<file path="config.mk">
export PLATFORM = sky130hd
export DESIGN_NAME = rv32_axil_lsu
export DESIGN_NICKNAME = d
export VERILOG_FILES = /design/src/rtl/rv32_axil_lsu.sv
export SDC_FILE = /design/constraint.sdc
export NUM_CORES = 1
export LEC_CHECK = 0
export BUFFER_PORTS_ARGS = -buffer_cell sky130_fd_sc_hd__buf_2
export CORE_MARGIN = 5
export CORE_UTILIZATION = 47
export CTS_CLUSTER_SIZE = 40
export DETAILED_ROUTE_END_ITERATION = 8
export GPL_ROUTABILITY_DRIVEN = 0
export PLACE_DENSITY_LB_ADDON = 0.1
export RECOVER_POWER = 50
export SETUP_SLACK_MARGIN = 0.5
export SKIP_LAST_GASP = 1
export SLEW_MARGIN = 15
export SYNTH_ARGS = -nofsm -noshare
export SYNTH_HDL_FRONTEND = slang
export SYNTH_SLANG_ARGS = --single-unit
</file>
<file path="constraint.sdc">
create_clock -name aclk -period 2.9 [get_ports aclk]
set_input_delay 0.145 -clock aclk [delete_from_list [all_inputs] [get_ports aclk]]
set_output_delay 0.145 -clock aclk [all_outputs]
set_load 0.01 [all_outputs]
</file>
<file path="src/rtl/rv32_axil_lsu.sv">
// rv32_axil_lsu: load/store unit bridging MEM-stage requests onto an AXI-Lite
// master for IO space. One transaction outstanding at a time.
//
// Ports:
//   aclk, areset_n (sync, active-low), flush (discard in-flight response)
//   req_*   : request channel (we, byte addr, size, unsigned, right-aligned wdata)
//   rsp_*   : response channel (extended rdata, err 00 ok/01 misalign/10 bus/11 timeout)
//   m_axil_*: AXI-Lite master (AW, W, B, AR, R)
//   dbg_state: current FSM state encoding
//
// Handshake rule for every valid/ready pair here: a transfer happens on a
// rising edge where valid & ready are both high; a valid, once raised, stays
// high with stable payload until that transfer.
module rv32_axil_lsu #(
    parameter int unsigned ADDR_WIDTH     = 32,
    parameter int unsigned DATA_WIDTH     = 32,
    parameter int unsigned TIMEOUT_CYCLES = 256
) (
    input  logic                    aclk,
    input  logic                    areset_n,
    input  logic                    flush,
    input  logic                    req_valid,
    output logic                    req_ready,
    input  logic                    req_we,
    input  logic [ADDR_WIDTH-1:0]   req_addr,
    input  logic [1:0]              req_size,
    input  logic                    req_unsigned,
    input  logic [DATA_WIDTH-1:0]   req_wdata,
    output logic                    rsp_valid,
    input  logic                    rsp_ready,
    output logic [DATA_WIDTH-1:0]   rsp_rdata,
    output logic [1:0]              rsp_err,
    output logic [ADDR_WIDTH-1:0]   m_axil_awaddr,
    output logic [2:0]              m_axil_awprot,
    output logic                    m_axil_awvalid,
    input  logic                    m_axil_awready,
    output logic [DATA_WIDTH-1:0]   m_axil_wdata,
    output logic [DATA_WIDTH/8-1:0] m_axil_wstrb,
    output logic                    m_axil_wvalid,
    input  logic                    m_axil_wready,
    input  logic [1:0]              m_axil_bresp,
    input  logic                    m_axil_bvalid,
    output logic                    m_axil_bready,
    output logic [ADDR_WIDTH-1:0]   m_axil_araddr,
    output logic [2:0]              m_axil_arprot,
    output logic                    m_axil_arvalid,
    input  logic                    m_axil_arready,
    input  logic [DATA_WIDTH-1:0]   m_axil_rdata,
    input  logic [1:0]              m_axil_rresp,
    input  logic                    m_axil_rvalid,
    output logic                    m_axil_rready,
    output logic [2:0]              dbg_state
);
    localparam int unsigned STRB_W = DATA_WIDTH / 8;
    localparam int unsigned OFF_W  = $clog2(STRB_W);

    typedef enum logic [2:0] {
        IDLE = 3'd0, WADDR = 3'd1, WRESP = 3'd2, RADDR = 3'd3,
        RDATA = 3'd4, RSP = 3'd5, DRAIN = 3'd6
    } state_t;

    state_t state, state_n, drain_st, drain_st_n, eff_st, bus_next;
    logic aw_done, aw_done_n, w_done, w_done_n;
    logic tx_pend, tx_pend_n, flushed, flushed_n;
    logic [31:0] tmo_cnt, tmo_cnt_n;
    logic we_q, uns_q;
    logic [1:0] size_q;
    logic [OFF_W-1:0] off_q;
    logic accept, misalign, bus_done, rsp_load;
    logic [1:0] bus_resp, rsp_err_n;
    logic [DATA_WIDTH-1:0] rsp_rdata_n, st_data, ld_shift, ld_mask, ld_ext;
    logic [STRB_W-1:0] st_strb;
    logic ld_sign;
    logic [ADDR_WIDTH-1:0] bus_addr;

    // After a timeout the AXI transaction is still live; drain_st tracks its
    // phase so the channel signals keep their obligations during RSP/DRAIN.
    assign eff_st = (state == DRAIN || (state == RSP && tx_pend)) ? drain_st : state;

    assign req_ready      = areset_n && (state == IDLE) && !flush;
    assign rsp_valid      = (state == RSP);
    assign m_axil_awvalid = (eff_st == WADDR) && !aw_done;
    assign m_axil_wvalid  = (eff_st == WADDR) && !w_done;
    assign m_axil_bready  = (eff_st == WRESP);
    assign m_axil_arvalid = (eff_st == RADDR);
    assign m_axil_rready  = (eff_st == RDATA);
    assign m_axil_awprot  = 3'b000;
    assign m_axil_arprot  = 3'b000;
    assign dbg_state      = state;
    assign accept         = req_valid && req_ready;
    assign bus_addr       = {req_addr[ADDR_WIDTH-1:OFF_W], {OFF_W{1'b0}}};

    // Request decode: alignment, replicated store data, byte strobes.
    always_comb begin
        misalign = 1'b0;
        st_data  = req_wdata;
        st_strb  = STRB_W'(8'hFF);
        case (req_size)
            2'd0: begin
                st_data = {STRB_W{req_wdata[7:0]}};
                st_strb = STRB_W'(8'h01);
            end
            2'd1: begin
                misalign = req_addr[0];
                st_data  = {(STRB_W/2){req_wdata[15:0]}};
                st_strb  = STRB_W'(8'h03);
            end
            2'd2: begin
                misalign = |req_addr[1:0];
                st_data  = {(STRB_W/4){req_wdata[31:0]}};
                st_strb  = STRB_W'(8'h0F);
            end
            default: misalign = (DATA_WIDTH == 32) || (|req_addr[2:0]);
        endcase
    end

    // Load data: lane-steer, truncate to size, then sign or zero extend.
    always_comb begin
        ld_shift = m_axil_rdata >> {off_q, 3'b000};
        case (size_q)
            2'd0:    begin ld_mask = DATA_WIDTH'(8'hFF);         ld_sign = ld_shift[7];  end
            2'd1:    begin ld_mask = DATA_WIDTH'(16'hFFFF);      ld_sign = ld_shift[15]; end
            2'd2:    begin ld_mask = DATA_WIDTH'(32'hFFFF_FFFF); ld_sign = ld_shift[31]; end
            default: begin ld_mask = '1;                         ld_sign = 1'b0;         end
        endcase
        ld_ext = (ld_shift & ld_mask) | ({DATA_WIDTH{ld_sign && !uns_q}} & ~ld_mask);
    end

    always_comb begin
        // Bus-phase progression, shared by live and draining transactions.
        bus_next  = eff_st;
        bus_done  = 1'b0;
        bus_resp  = 2'b00;
        aw_done_n = aw_done;
        w_done_n  = w_done;
        case (eff_st)
            WADDR: begin
                aw_done_n = aw_done || m_axil_awready;
                w_done_n  = w_done || m_axil_wready;
                if (aw_done_n && w_done_n) bus_next = WRESP;
            end
            WRESP: if (m_axil_bvalid) begin bus_done = 1'b1; bus_resp = m_axil_bresp; end
            RADDR: if (m_axil_arready) bus_next = RDATA;
            RDATA: if (m_axil_rvalid) begin bus_done = 1'b1; bus_resp = m_axil_rresp; end
            default: ;
        endcase

        state_n     = state;
        drain_st_n  = drain_st;
        tx_pend_n   = tx_pend;
        flushed_n   = flushed;
        tmo_cnt_n   = tmo_cnt;
        rsp_load    = 1'b0;
        rsp_err_n   = 2'b00;
        rsp_rdata_n = '0;
        case (state)
            IDLE: if (accept) begin
                tmo_cnt_n = '0;
                aw_done_n = 1'b0;
                w_done_n  = 1'b0;
                flushed_n = 1'b0;
                tx_pend_n = 1'b0;
                if (misalign) begin
                    state_n   = RSP;
                    rsp_load  = 1'b1;
                    rsp_err_n = 2'b01;
                end else begin
                    state_n = req_we ? WADDR : RADDR;
                end
            end
            WADDR, WRESP, RADDR, RDATA: begin
                tmo_cnt_n = tmo_cnt + 32'd1;
                if (flush) flushed_n = 1'b1;
                if (bus_done) begin
                    // A bus response beats a coincident timeout.
                    if (flushed || flush) begin
                        state_n = IDLE;
                    end else begin
                        state_n   = RSP;
                        rsp_load  = 1'b1;
                        rsp_err_n = (bus_resp inside {2'b10, 2'b11}) ? 2'b10 : 2'b00;
                        rsp_rdata_n = (we_q || rsp_err_n != 2'b00) ? '0 : ld_ext;
                    end
                end else if (TIMEOUT_CYCLES != 0 && tmo_cnt_n == TIMEOUT_CYCLES) begin
                    tx_pend_n  = 1'b1;
                    drain_st_n = bus_next;
                    if (flushed || flush) begin
                        state_n = DRAIN;
                    end else begin
                        state_n   = RSP;
                        rsp_load  = 1'b1;
                        rsp_err_n = 2'b11;
                    end
                end else begin
                    state_n = bus_next;
                end
            end
            RSP: begin
                if (tx_pend) begin
                    drain_st_n = bus_next;
                    if (bus_done) tx_pend_n = 1'b0;
                end
                if (flush || rsp_ready) state_n = tx_pend_n ? DRAIN : IDLE;
            end
            DRAIN: begin
                drain_st_n = bus_next;
                if (bus_done) begin
                    tx_pend_n = 1'b0;
                    state_n   = IDLE;
                end
            end
            default: state_n = IDLE;
        endcase
    end

    always_ff @(posedge aclk) begin
        if (!areset_n) begin
            state         <= IDLE;
            drain_st      <= IDLE;
            aw_done       <= 1'b0;
            w_done        <= 1'b0;
            tx_pend       <= 1'b0;
            flushed       <= 1'b0;
            tmo_cnt       <= '0;
            we_q          <= 1'b0;
            uns_q         <= 1'b0;
            size_q        <= 2'd0;
            off_q         <= '0;
            m_axil_awaddr <= '0;
            m_axil_araddr <= '0;
            m_axil_wdata  <= '0;
            m_axil_wstrb  <= '0;
            rsp_rdata     <= '0;
            rsp_err       <= 2'b00;
        end else begin
            state    <= state_n;
            drain_st <= drain_st_n;
            aw_done  <= aw_done_n;
            w_done   <= w_done_n;
            tx_pend  <= tx_pend_n;
            flushed  <= flushed_n;
            tmo_cnt  <= tmo_cnt_n;
            if (accept && !misalign) begin
                we_q   <= req_we;
                uns_q  <= req_unsigned;
                size_q <= req_size;
                off_q  <= req_addr[OFF_W-1:0];
                if (req_we) begin
                    m_axil_awaddr <= bus_addr;
                    m_axil_wdata  <= st_data;
                    m_axil_wstrb  <= st_strb << req_addr[OFF_W-1:0];
                end else begin
                    m_axil_araddr <= bus_addr;
                end
            end
            if (rsp_load) begin
                rsp_rdata <= rsp_rdata_n;
                rsp_err   <= rsp_err_n;
            end
        end
    end
endmodule
</file>
Word level (Yosys, flattened, before mapping). Index checks and enable logic that the tools add are counted.

Register bits: 178. Bits in latches: 0. RAM bits: 0. Bits in read-only memories: 0. Input bits: 114. Output and inout port bits: 150. Word-level logic and storage cells: 152. Memories: 0.

Add/sub/neg operators: 1. $mul: 0. Divide/modulo/power cells: 0. Order comparisons: 0. Eq/ne operators: 24. Shift-type cells: 2. Multiplexer cells: 66. Bitwise logic cells: 5. Reductions and logical operators: 37.

Operators with widths (count): $pmux W32 S2 (3); $mux W32 (5); $and A32 B32 Y32 (2); $mux W3 (14); $add A32 B1 Y32 const B (1); $eq A32 B9 Y1 const B (1); $not A32 Y32 (1); $or A32 B32 Y32 (1); $shr A32 B5 Y32 (1); $mux W1 (23); $mux W2 (9); $eq A3 B2 Y1 const B (4); $eq A3 B3 Y1 const B (4); $pmux W3 S4 (1); $ne A2 B2 Y1 const B (5); $logic_and A1 B1 Y1 (9); $pmux W3 S3 (1); $eq A2 B2 Y1 const B (4); $pmux W2 S2 (2); $pmux W4 S2 (1); $eq A3 B1 Y1 const B (2); $logic_or A1 B1 Y1 (6); $pmux W1 S2 (3); $pmux W1 S3 (2); 18 further kinds (30).

Longest topological paths before layout. Gate-level depths: netlist (run 1).

Word-level depth: 15. Mapped depth: 14. Depth with buffers taken out: 10.

Worst setup path after synthesis (run 1). OpenSTA, ideal clock, no wires.

Path kind: register -> register. Start point: register tmo_cnt[0]. End point: register rsp_rdata[10]. Setup time: 0.117 ns. Data arrival time: 3.039 ns. Required time: 2.783 ns. Setup slack: -0.256 ns. Stages on the path, launching flop included: 15. Buffers on the path: 4. Period minus slack after synthesis: 3.156 ns. Path through: dfxtp_1 ha_1 buf_2 and4_1 buf_2 nand2_1 o31a_1 nor4_1 nand4_1 nor4_4 o21ai_2 and3_1 buf_6 buf_6 a22o_1.

Longest elaborated chain between the ends: 5.

RTL lines: start: declaration (line 65) `logic [31:0] tmo_cnt, tmo_cnt_n;`; start signal: assignment (line 242) `tmo_cnt <= tmo_cnt_n;`; $add A32 B1 Y32 (line 172) `tmo_cnt_n = tmo_cnt + 32'd1;`; $eq A32 B9 Y1 (line 184) `end else if (TIMEOUT_CYCLES != 0 && tmo_cnt_n == TIMEOUT_CYCLES) begin`; $mux W1 (line 184); $mux W1 (line 174) `if (bus_done) begin`; $pmux W1 S2 (line 156) `case (state)`; end signal: assignment (line 257) `rsp_rdata <= rsp_rdata_n;`; end: declaration (line 31) `output logic [DATA_WIDTH-1:0] rsp_rdata,`.

Every way passes these cells. A chain may end at the register's enable or synchronous reset.

Worst setup path after layout (run 1).
Start point: register tmo_cnt[0]. End point: register rsp_rdata[31].

Same word-level chain as after synthesis.

==> impl_metrics.toml, run 1 <==
[placement]
io_buffers = 251
dp.final_hpwl_um = 19200
place_ws_ns = -0.0607
dp_cells = 1601

[global_routing]
grt_antenna_before_repair = 1
gr-total-overflow = 0
grt_pass1_vias = 8888
grt_usage_pct = 25.0
grt_pass1_wl_um = 45000
grt_start_max_net_pins = 71

[clock_network]
htree_levels = 4
insertion_delay_ns = 0.43
cts_root_buf = "clkbuf_16"
tritoncts = "yes"
clock-sinks = 178
path_clk_slew_ns = 0.07
cts_max_path_buffers = 2
numCtsBuffers = 17

[logic_synthesis]
synth_fa_ha_area_share_pct = 0.288
synth_largest_area_cell = "dfxtp_1"
yosysTopAreaCellShare_pct = 41.0
synth_compound_area_share_pct = 22.3
ys_ff_latch = 178
synthCells = 1120
synth_edf_count = 0
syn_avg_cell_area_um2 = 7.76
netlist_area_mm2 = 0.00869
yosysSeqAreaShare_pct = 41.0
synth-xor-area-share_pct = 1.01
synth_top_family_by_area = "simple AND/OR/NAND/NOR gates"
yosys_warnings = 0
synth_area_leaders = "dfxtp_1, nand2_1, a21oi_1"
ys.flop_type = "dfxtp_1"
async_reset_ff_share_pct = 0
yosysUniqueCellTypes = 65
synth-simple-area-share_pct = 24.0
synthMuxAreaShare_pct = 5.67

[critical_path]
cp_num_buf_inv = 3
slowest_stage = "a221o_1"
r2r-end = "rsp_rdata[31]$_SDFFE_PN0P_"
start_kind = "flip-flop"
end_kind = "flip-flop"
worst-r2r-cell-count = 13
crit_required_ns = 3.21
reg2reg_from = "tmo_cnt[0]$_SDFFE_PN0P_"
path_max_fanout = 8
cp_data_arrival_time_ns = 3.17
path_class = "flip-flop to flip-flop"
cpPeakStageDelay_ns = 0.39
crit_chain = "buf_6 -> ha_4 -> and4_4 -> nand2_4 -> nor3_2 -> or3_1 -> a221o_1 -> nor4_4 -> buf_4 -> o21ai_4 -> and3_4 -> clkbuf_16 -> a22o_1"
crit_family = "simple AND/OR/NAND/NOR gates"
reg2reg_slack_ns = 0.05

[die]
die_y_um = 146
die_w_um = 146
coreArea_mm2 = 0.0181
ios = 264
die_area_mm2 = 0.0213
initial_core_util_pct = 48.0
rows = 49

[finish]
final_common_cell = "nand2_1"
utilization_pct = 65.8
drive_above_1_share_pct = 22.8
fill_cells = 1596
area_growth_pct = 36.9
fin_cells = 1692
layout_common_cells = "nand2_1, dfxtp_1, clkbuf_1, a21oi_1, buf_2"
final_nets = 1566

[drt]
wirelength_um = 28300
drc_errors = 0
wire_per_inst_um = 16.7
avgViaCountPerCell = 5.56
vias = 9405
first_iter_violations = 522
antenna_left = 0
drtPass1Iterations = 5

[status]
status = "finished, final reports clean"

[sta]
slew_headroom_pct = 49.0
maxSlewViolCount = 0
setup_slack_ns = 0.0452
report.final.setup_viol = 0
finalCritPeriodShare_pct = 98.4
grt_setup_unrepaired = "yes"
worstMarginPinSlew_ns = 0.765
min_period_ns = 2.85
max_clock_freq_mhz = 350
fin_skew_ns = 0.00909
finalHoldViolCount = 0
worst_hold_slack_ns = 0.0123

[hold_path]
hp-class = "input pin to flip-flop"
min-delay-start = "req_wdata[9]"
holdPathEnd = "m_axil_wdata[9]$_SDFFE_PN0P_"
hold_path_depth = 3

[power_and_ir_drop]
peakVddDrop_mv = 0.458
leakage_nw = 4.48
powerDensity_mw_per_mm2 = 573

[flow_run]
max-cap-violations = 0
-- cell families (layout without fill, tap and decap cells) --
| family | count (synthesis) | in the layout |
|---|---|---|
| buf+inv | 106 | 439 |
| xor+xnor | 10 | 10 |
| flops | 178 | 178 |
| compound gates | 320 | 320 |
| mux | 49 | 49 |
| other cells | 1 | 11 |
| fa+ha+maj | 2 | 2 |
| simple gates | 454 | 454 |
-- per-layer routing --
layer	global-route usage (%)	wire (µm)
met3	7.72	2300
met1	32.1	12300
met4	8.14	533
met5	0	0
met2	40.3	13200
-- cells in the mapped netlist, types with 5 or more instances --
cell type  instances
nor2_1            86
a21oi_1          126
nor4_1            14
a32o_1             7
nor3_1            23
a31oi_1           18
buf_2             14
inv_1              7
a22oi_1            7
mux2i_1           47
clkbuf_1          68
and4_1             8
nand4_1           11
o21ai_0           81
or3_1              5
buf_6              5
nand2_1          243
dfxtp_1          178
a22o_1            26
and3_1             6
buf_4             10
xnor2_1            6
nand3_1           22
a311oi_1           9
a211oi_1          18
-- flip-flops by register name, indices dropped and copies added (netlist names), 2 cells and up --
signal,flops
m_axil_wdata,32
rsp_rdata,32
tmo_cnt,32
m_axil_araddr,30
m_axil_awaddr,30
m_axil_wstrb,4
dbg_state,3
drain_st,3
off_q,2
rsp_err,2
size_q,2
-- power by group --
group | internal (mW) | leakage [nW] | switching (mW)
registers | 2.53 | 1.44 | 0.0819
clock network | 1.24 | 0.278 | 1.03
logic | 0.769 | 2.76 | 1.16
-- tightest hold or removal path: stages --
cell and delay, ns:
buf_2 0.10, o21ai_0 0.06, a311oi_1 0.08
-- worst max path at each step --
stage,cells after the start,from,slack (ns),endpoint
after floorplan,14,tmo_cnt[0]$_SDFFE_PN0P_,-0.12,rsp_rdata[10]$_SDFFE_PN0P_
after global placement,12,tmo_cnt[0]$_SDFFE_PN0P_,-0.01,drain_st[1]$_SDFFE_PN0P_
after detailed placement,13,tmo_cnt[0]$_SDFFE_PN0P_,-0.06,drain_st[2]$_SDFFE_PN0P_
after CTS,13,tmo_cnt[0]$_SDFFE_PN0P_,0.02,drain_st[1]$_SDFFE_PN0P_
after global routing,14,tmo_cnt[7]$_SDFFE_PN0P_,-0.07,drain_st[2]$_SDFFE_PN0P_
final,13,tmo_cnt[0]$_SDFFE_PN0P_,0.05,rsp_rdata[31]$_SDFFE_PN0P_
-- per-stage QoR --
stage                     total power [mW]  cell area [µm²]  TNS (ns)
after floorplan                       3.68             8790     -3.49
after global placement                4.28            10600  -0.00968
after detailed placement              4.30            10600    -0.119
after CTS                             6.65            11800         0
after global routing                  7.16            11900    -0.977
final                                 6.82            11900         0
-- cell type report --
cell class	instances	area, µm²	share of cell area [%]
diodes	1	2.50	0.0210
clock buffers	19	453	3.81
clock inverters	12	123	1.03
inverters	8	32.5	0.273
multi-input cells	845	4930	41.5
flip-flops and latches	178	3580	30.1
well taps	229	287	2.41
repair buffers	400	2480	20.9
-- repair_timing --
| action | CTS | global route |
|---|---|---|
| pin swaps | 10 | 41 |
| buffers inserted | 9 | 7 |
| hold endpoints to repair | 68 | 0 |
| endpoints found under the setup margin | 96 | 148 |
| cloned | 0 | 5 |
| hold buffers | 38 | 0 |
| resized for setup | 32 | 35 |
(Power assumes the default switching activity.)
==> run 2, diff against run 1 <==
--- a/config.mk
+++ b/config.mk
@@ -6,8 +6,10 @@
 export NUM_CORES = 1
 export LEC_CHECK = 0
 export BUFFER_PORTS_ARGS = -buffer_cell sky130_fd_sc_hd__buf_2
+export CELL_PAD_IN_SITES_DETAIL_PLACEMENT = 1
+export CELL_PAD_IN_SITES_GLOBAL_PLACEMENT = 1
 export CORE_MARGIN = 5
-export CORE_UTILIZATION = 47
+export CORE_UTILIZATION = 33
 export CTS_CLUSTER_SIZE = 40
 export DETAILED_ROUTE_END_ITERATION = 8
 export GPL_ROUTABILITY_DRIVEN = 0
==> run 2 against run 1 <==
Net effect:
- via count is 1.8% higher
- final area is 1.4% higher
- clock skew is 0.0014 ns higher
- core utilization is 19 points lower
- critical endpoint is now rsp_rdata[23]$_SDFFE_PN0P_
- largest power group unchanged
==> impl_metrics.toml, run 2 (synthesis results as in run 1) <==
[status]
status = "finished, final reports clean"

[drt]
avgViaCountPerCell = 5.29
wirelength_um = 33500
dr_wl_met2_um = 15800
first_iter_violations = 374
drt-met1-wl_um = 14800
dr.max_layer_used = "met5"
drtPass1Iterations = 7
vias = 9578
wire_per_inst_um = 18.5
antenna_left = 0
dr_wl_met3_um = 2500
drc_errors = 0

[power_and_ir_drop]
powerDensity_mw_per_mm2 = 574
peakVddDrop_mv = 0.310
totalPowerFinal_mw = 6.93
leakage_nw = 4.54

[die]
die_area_mm2 = 0.0297
coreArea_mm2 = 0.0260
initial_core_util_pct = 33.4
die_y_um = 172
die_w_um = 172
ios = 264
rows = 59

[hold_path]
hold_path_depth = 3
min-delay-start = "req_wdata[3]"
holdPathEnd = "m_axil_wdata[3]$_SDFFE_PN0P_"
hp-class = "input pin to flip-flop"

[sta]
slew_headroom_pct = 52.2
finalHoldViolCount = 0
min_period_ns = 2.85
finalCritPeriodShare_pct = 98.2
max_clock_freq_mhz = 351
grt_setup_unrepaired = "yes"
maxSlewViolCount = 0
setup_slack_ns = 0.0533
fin_skew_ns = 0.0105
worstMarginPinSlew_ns = 0.717
report.final.setup_viol = 0

[critical_path]
end_kind = "flip-flop"
r2r-end = "rsp_rdata[23]$_SDFFE_PN0P_"
reg2reg_slack_ns = 0.05
cp_data_arrival_time_ns = 3.18
start_kind = "flip-flop"
crit_required_ns = 3.23
path_class = "flip-flop to flip-flop"
path_max_fanout = 16
reg2reg_from = "tmo_cnt[0]$_SDFFE_PN0P_"
worst-r2r-cell-count = 13

[clock_network]
tritoncts = "yes"
htree_levels = 4
insertion_delay_ns = 0.44
clock-sinks = 178
cts_max_path_buffers = 2
path_clk_slew_ns = 0.08
numCtsBuffers = 17
cts_root_buf = "clkbuf_16"

[placement]
io_buffers = 251
place_ws_ns = -0.0625
dp.final_hpwl_um = 23000
placed_cell_area_mm2 = 0.0108

[finish]
area_growth_pct = 38.8
final_cell_area_mm2 = 0.0121
antenna_cells = 0
layout_common_cells = "nand2_1, dfxtp_1, clkbuf_1, a21oi_1, buf_2"
multiInputGateArea_mm2 = 0.00489
drive_above_1_share_pct = 22.0
fill_cells = 3274
regArea_mm2 = 0.00357
final_nets = 1580
final_common_cell = "nand2_1"
top_regs = "m_axil_wdata x32, rsp_rdata x32, tmo_cnt x32"

[global_routing]
grt_pass1_wl_um = 51000
grt_start_max_net_pins = 59
grt_antenna_before_repair = 2
grt_usage_pct = 21.3
grt_pass1_vias = 9526
gr-total-overflow = 0

[flow_run]
max-cap-violations = 0
-- run 2: critical path, stage by stage, from the launching register on --
cell     delay, ns
dfxtp_4       0.35
buf_6         0.11
ha_4          0.17
and4_4        0.20
nand2_4       0.08
nor3_4        0.04
or3_1         0.32
a221o_1       0.37
nor4_4        0.27
buf_6         0.17
o21ai_4       0.07
and3_4        0.19
buf_12        0.15
a22o_1        0.24
-- run 2: how the worst max path moves through the flow --
stage | startpoint | end | slack (ns) | cells past startpoint
after CTS | tmo_cnt[1]$_SDFFE_PN0P_ | rsp_rdata[23]$_SDFFE_PN0P_ | 0.04 | 13
after detailed placement | tmo_cnt[1]$_SDFFE_PN0P_ | rsp_rdata[21]$_SDFFE_PN0P_ | -0.06 | 13
after floorplan | tmo_cnt[0]$_SDFFE_PN0P_ | rsp_rdata[10]$_SDFFE_PN0P_ | -0.12 | 14
after global routing | tmo_cnt[14]$_SDFFE_PN0P_ | rsp_rdata[15]$_SDFFE_PN0P_ | -0.03 | 12
after global placement | tmo_cnt[1]$_SDFFE_PN0P_ | rsp_rdata[28]$_SDFFE_PN0P_ | -0.04 | 13
final | tmo_cnt[0]$_SDFFE_PN0P_ | rsp_rdata[23]$_SDFFE_PN0P_ | 0.05 | 13
-- run 2: metrics by stage --
step / cells / util (%) / TNS, ns / hold slack [ns]
2_1_floorplan: 1129 / - / -3.49 / 0.281
3_3_place_gp: 1717 / 41.6 / -1.05 / 0.387
3_5_place_dp: 1717 / 41.6 / -1.48 / 0.398
4_1_cts: 1801 / 46.3 / 0 / 0.00205
5_1_grt: 1812 / 46.4 / -0.348 / 0.0105
6_report: 1812 / 46.4 / 0 / 0.0112
-- run 2: area by class of cell --
class	instances	share of cell area [%]
timing repair buffer	414	21.4
clock buffer	18	3.56
multi-input combinational	845	40.5
sequential	178	29.6
inverter	8	0.301
clock inverter	14	1.16
tap	335	3.47
-- run 2: what timing repair did --
action	4_1_cts	5_1_grt
endpoints found under the hold margin	72	0
setup endpoints to repair	103	141
hold buffers	42	0
buffers inserted	8	8
resized for setup	31	28
pin swaps	9	12
cloned	2	3
-- run 2: where the power goes --
part | internal, mW | switching (mW) | leakage, nW
logic | 0.805 | 1.22 | 2.83
registers | 2.53 | 0.0779 | 1.44
clock network | 1.15 | 1.15 | 0.279
-- run 2: layer usage --
layer	up-vias	GRT usage, %
met5	-	0
met4	4	5.02
met3	30	6.84
met2	230	35.3
met1	4661	27.2
li1	4653	-
==> run 3, diff against run 2 <==
--- a/config.mk
+++ b/config.mk
@@ -5,11 +5,12 @@
 export SDC_FILE = /design/constraint.sdc
 export NUM_CORES = 1
 export LEC_CHECK = 0
+export ABC_AREA = 1
 export BUFFER_PORTS_ARGS = -buffer_cell sky130_fd_sc_hd__buf_2
 export CELL_PAD_IN_SITES_DETAIL_PLACEMENT = 1
 export CELL_PAD_IN_SITES_GLOBAL_PLACEMENT = 1
 export CORE_MARGIN = 5
-export CORE_UTILIZATION = 33
+export CORE_UTILIZATION = 32
 export CTS_CLUSTER_SIZE = 40
 export DETAILED_ROUTE_END_ITERATION = 8
 export GPL_ROUTABILITY_DRIVEN = 0
==> run 3 against run 2 <==
Net effect:
- synthesized area is 4.3% higher
- die area rose by 7.2%
- critical path depth grew 6
- setup slack improved by 0.30 ns
- core utilization shrank 1.9 points
- sequential power rose by 2%
- clock power rose by 8.7%
- register-to-register slack improved by 0.30 ns
- sequential cell count is the same
- clock-buffer cell count fell by 1
- critical path type unchanged
- critical endpoint is now rsp_rdata[12]$_SDFFE_PN0P_
- largest cell class unchanged
==> impl_metrics.toml, run 3 <==
[status]
status = "finished, final reports clean"

[finish]
utilization_pct = 44.6
final_nets = 1816
top_regs = "m_axil_wdata x32, rsp_rdata x32, tmo_cnt x32"
regArea_mm2 = 0.00360
drive_above_1_share_pct = 20.4
final_common_cell = "nand2_1"
fill_cells = 3697
layout_common_cells = "nand2_1, nor2_1, dfxtp_1, o21ai_0, clkbuf_1"
area_growth_pct = 36.9
multiInputGateArea_mm2 = 0.00519

[logic_synthesis]
ys_ff_latch = 178
synth_commonest_cells = "nand2_1, nor2_1, dfxtp_1"
syn_avg_cell_area_um2 = 6.52
netlist_area_mm2 = 0.00907
yosysUniqueCellTypes = 45
yosys_warnings = 0
ys.flop_type = "dfxtp_1"
synth_area_leaders = "dfxtp_1, nand2_1, nor2_1"
async_reset_ff_share_pct = 0
synthCells = 1391
synth_edf_count = 0
synth_most_common_cell = "nand2_1"
yosysTopAreaCellShare_pct = 39.3
yosysSeqAreaShare_pct = 39.3
synth_largest_area_cell = "dfxtp_1"

[power_and_ir_drop]
peakVddDrop_mv = 0.288
powerDensity_mw_per_mm2 = 540
power_frac_clock_pct = 37.3
p_sw_share_pct = 35.9
leakage_nw = 5.23
p_sw_mw = 2.41
pwr-share-seq_pct = 39.7
p_comb_share_pct = 23.0
internal_power_mw = 4.29

[sta]
finalCritPeriodShare_pct = 88.0
slew_headroom_pct = 32.8
grt_setup_unrepaired = "yes"
maxSlewViolCount = 0
max_clock_freq_mhz = 392
tns_ns = 0
fin_skew_ns = 0.0205
worstMarginPinSlew_ns = 1.01
finalHoldViolCount = 0
report.final.setup_viol = 0
min_period_ns = 2.55

[drt]
wirelength_um = 35400
avgViaCountPerCell = 4.92
drc_errors = 0
vias = 10300
drtPass1Iterations = 5
antenna_left = 0
first_iter_violations = 555
wire_per_inst_um = 16.9

[global_routing]
grt_start_max_net_pins = 110
grt_antenna_before_repair = 5
grt_pass1_vias = 10700
grt_pass1_wl_um = 55400
grt_usage_pct = 21.6
gr-total-overflow = 0

[clock_network]
cts_max_path_buffers = 2
path_clk_slew_ns = 0.09
clock-sinks = 178
numCtsBuffers = 17
insertion_delay_ns = 0.46
tritoncts = "yes"
cts_root_buf = "clkbuf_16"
htree_levels = 4

[critical_path]
crit_required_ns = 3.29
end_kind = "flip-flop"
start_kind = "flip-flop"
path_max_fanout = 7
cpPeakStageDelay_ns = 0.39
slowest_stage = "dfxtp_4"
crit_family = "simple AND/OR/NAND/NOR gates"
cp_data_arrival_time_ns = 2.94
path_class = "flip-flop to flip-flop"
crit_chain = "nand2_4 -> nor2_4 -> nand2_4 -> buf_6 -> inv_1 -> nand2_1 -> nand2_1 -> nand2_2 -> nor2_2 -> nand2_2 -> nor2_4 -> nand3_4 -> nor2_4 -> nand2_2 -> nand3_4 -> buf_6 -> clkbuf_16 -> nor2_1 -> nor2_1"
cp_num_buf_inv = 4

[flow_run]
max-cap-violations = 0

[hold_path]
hp-class = "input pin to flip-flop"

[die]
coreArea_mm2 = 0.0279
die_y_um = 178
die_area_mm2 = 0.0318
initial_core_util_pct = 32.5
die_w_um = 178
ios = 264
rows = 61

[placement]
dp.final_hpwl_um = 24700
io_buffers = 251
==> run 3: per-layer routing <==
layer	global-route usage (%)	up-vias	wire [µm]
li1	-	5106	-
met1	26.9	4912	15400
met2	36.7	231	17100
met3	6.42	41	2390
met4	5.21	8	533
met5	0	-	42
==> run 3: logic make-up after synthesis <==
group                      count (synthesis)  share of synthesized area [%]
and+or+nand+nor                          756                           35.4
DFF                                      178                           39.3
AOI/OAI and AO/OA                        284                           16.7
xor gates and xnor gates                   4                          0.386
adders and majority gates                  2                          0.276
other                                      1                         0.0414
buffers and inverters                    166                           7.87
==> run 3: path summary, 6_finish.rpt <==
path         cells past startpoint  slack [ns]                      endpoint                      start
min reg2reg                      2        0.48     rsp_rdata[8]$_SDFFE_PN0P_  rsp_rdata[8]$_SDFFE_PN0P_
min                              3       0.005  m_axil_wdata[0]$_SDFFE_PN0P_               req_wdata[0]
max reg2reg                     19        0.35    rsp_rdata[12]$_SDFFE_PN0P_    tmo_cnt[1]$_SDFFE_PN0P_
max                             19        0.35    rsp_rdata[12]$_SDFFE_PN0P_    tmo_cnt[1]$_SDFFE_PN0P_
==> run 3: power by group through the flow <==
| stage | logic (mW) | registers [mW] | clock network (mW) |
|---|---|---|---|
| 2_1_floorplan | 0.846 | 2.73 | 0 |
| 3_3_place_gp | 1.38 | 2.70 | 0 |
| 3_5_place_dp | 1.39 | 2.70 | 0 |
| 4_1_cts | 1.52 | 2.65 | 2.56 |
| 5_1_grt | 1.73 | 2.67 | 2.65 |
| 6_report | 1.54 | 2.66 | 2.50 |
==> run 3: layout make-up <==
cell class / instances / area share [%]
diodes: 1 / 0.0202
clock buffers: 17 / 3.43
clock inverters: 15 / 1.65
inverters: 82 / 2.48
multi-input cells: 1056 / 41.8
flip-flops and latches: 178 / 29.0
well taps: 378 / 3.81
repair buffers: 365 / 17.8
==> run 3: through the flow <==
stage / total power, mW / worst slack, ns / cell area (µm²) / std cells / hold slack, ns
6_report: 6.70 / 0.348 / 12400 / 2092 / 0.00476
5_1_grt: 7.06 / 0.167 / 12400 / 2092 / 0.0103
4_1_cts: 6.74 / 0.387 / 12200 / 2073 / 0.000411
3_5_place_dp: 4.09 / 0.114 / 10700 / 1972 / 0.392
3_3_place_gp: 4.08 / 0.186 / 10700 / 1972 / 0.370
2_1_floorplan: 3.57 / 0.589 / 9100 / 1400 / 0.280
==> run 3: worst min-delay path: cells and delay by family <==
family	cells	cell delay (ns)
buf+inv	1	0.14
simple gates	2	0.14
==> run 3: what timing repair did <==
item | in CTS | in global routing
setup buffers | 17 | 16
hold buffers | 50 | 0
endpoints found under the setup margin | 138 | 125
cloned | 2 | 2
hold endpoints to repair | 80 | 0
pin swaps | 12 | 41
gates resized for setup | 68 | 65
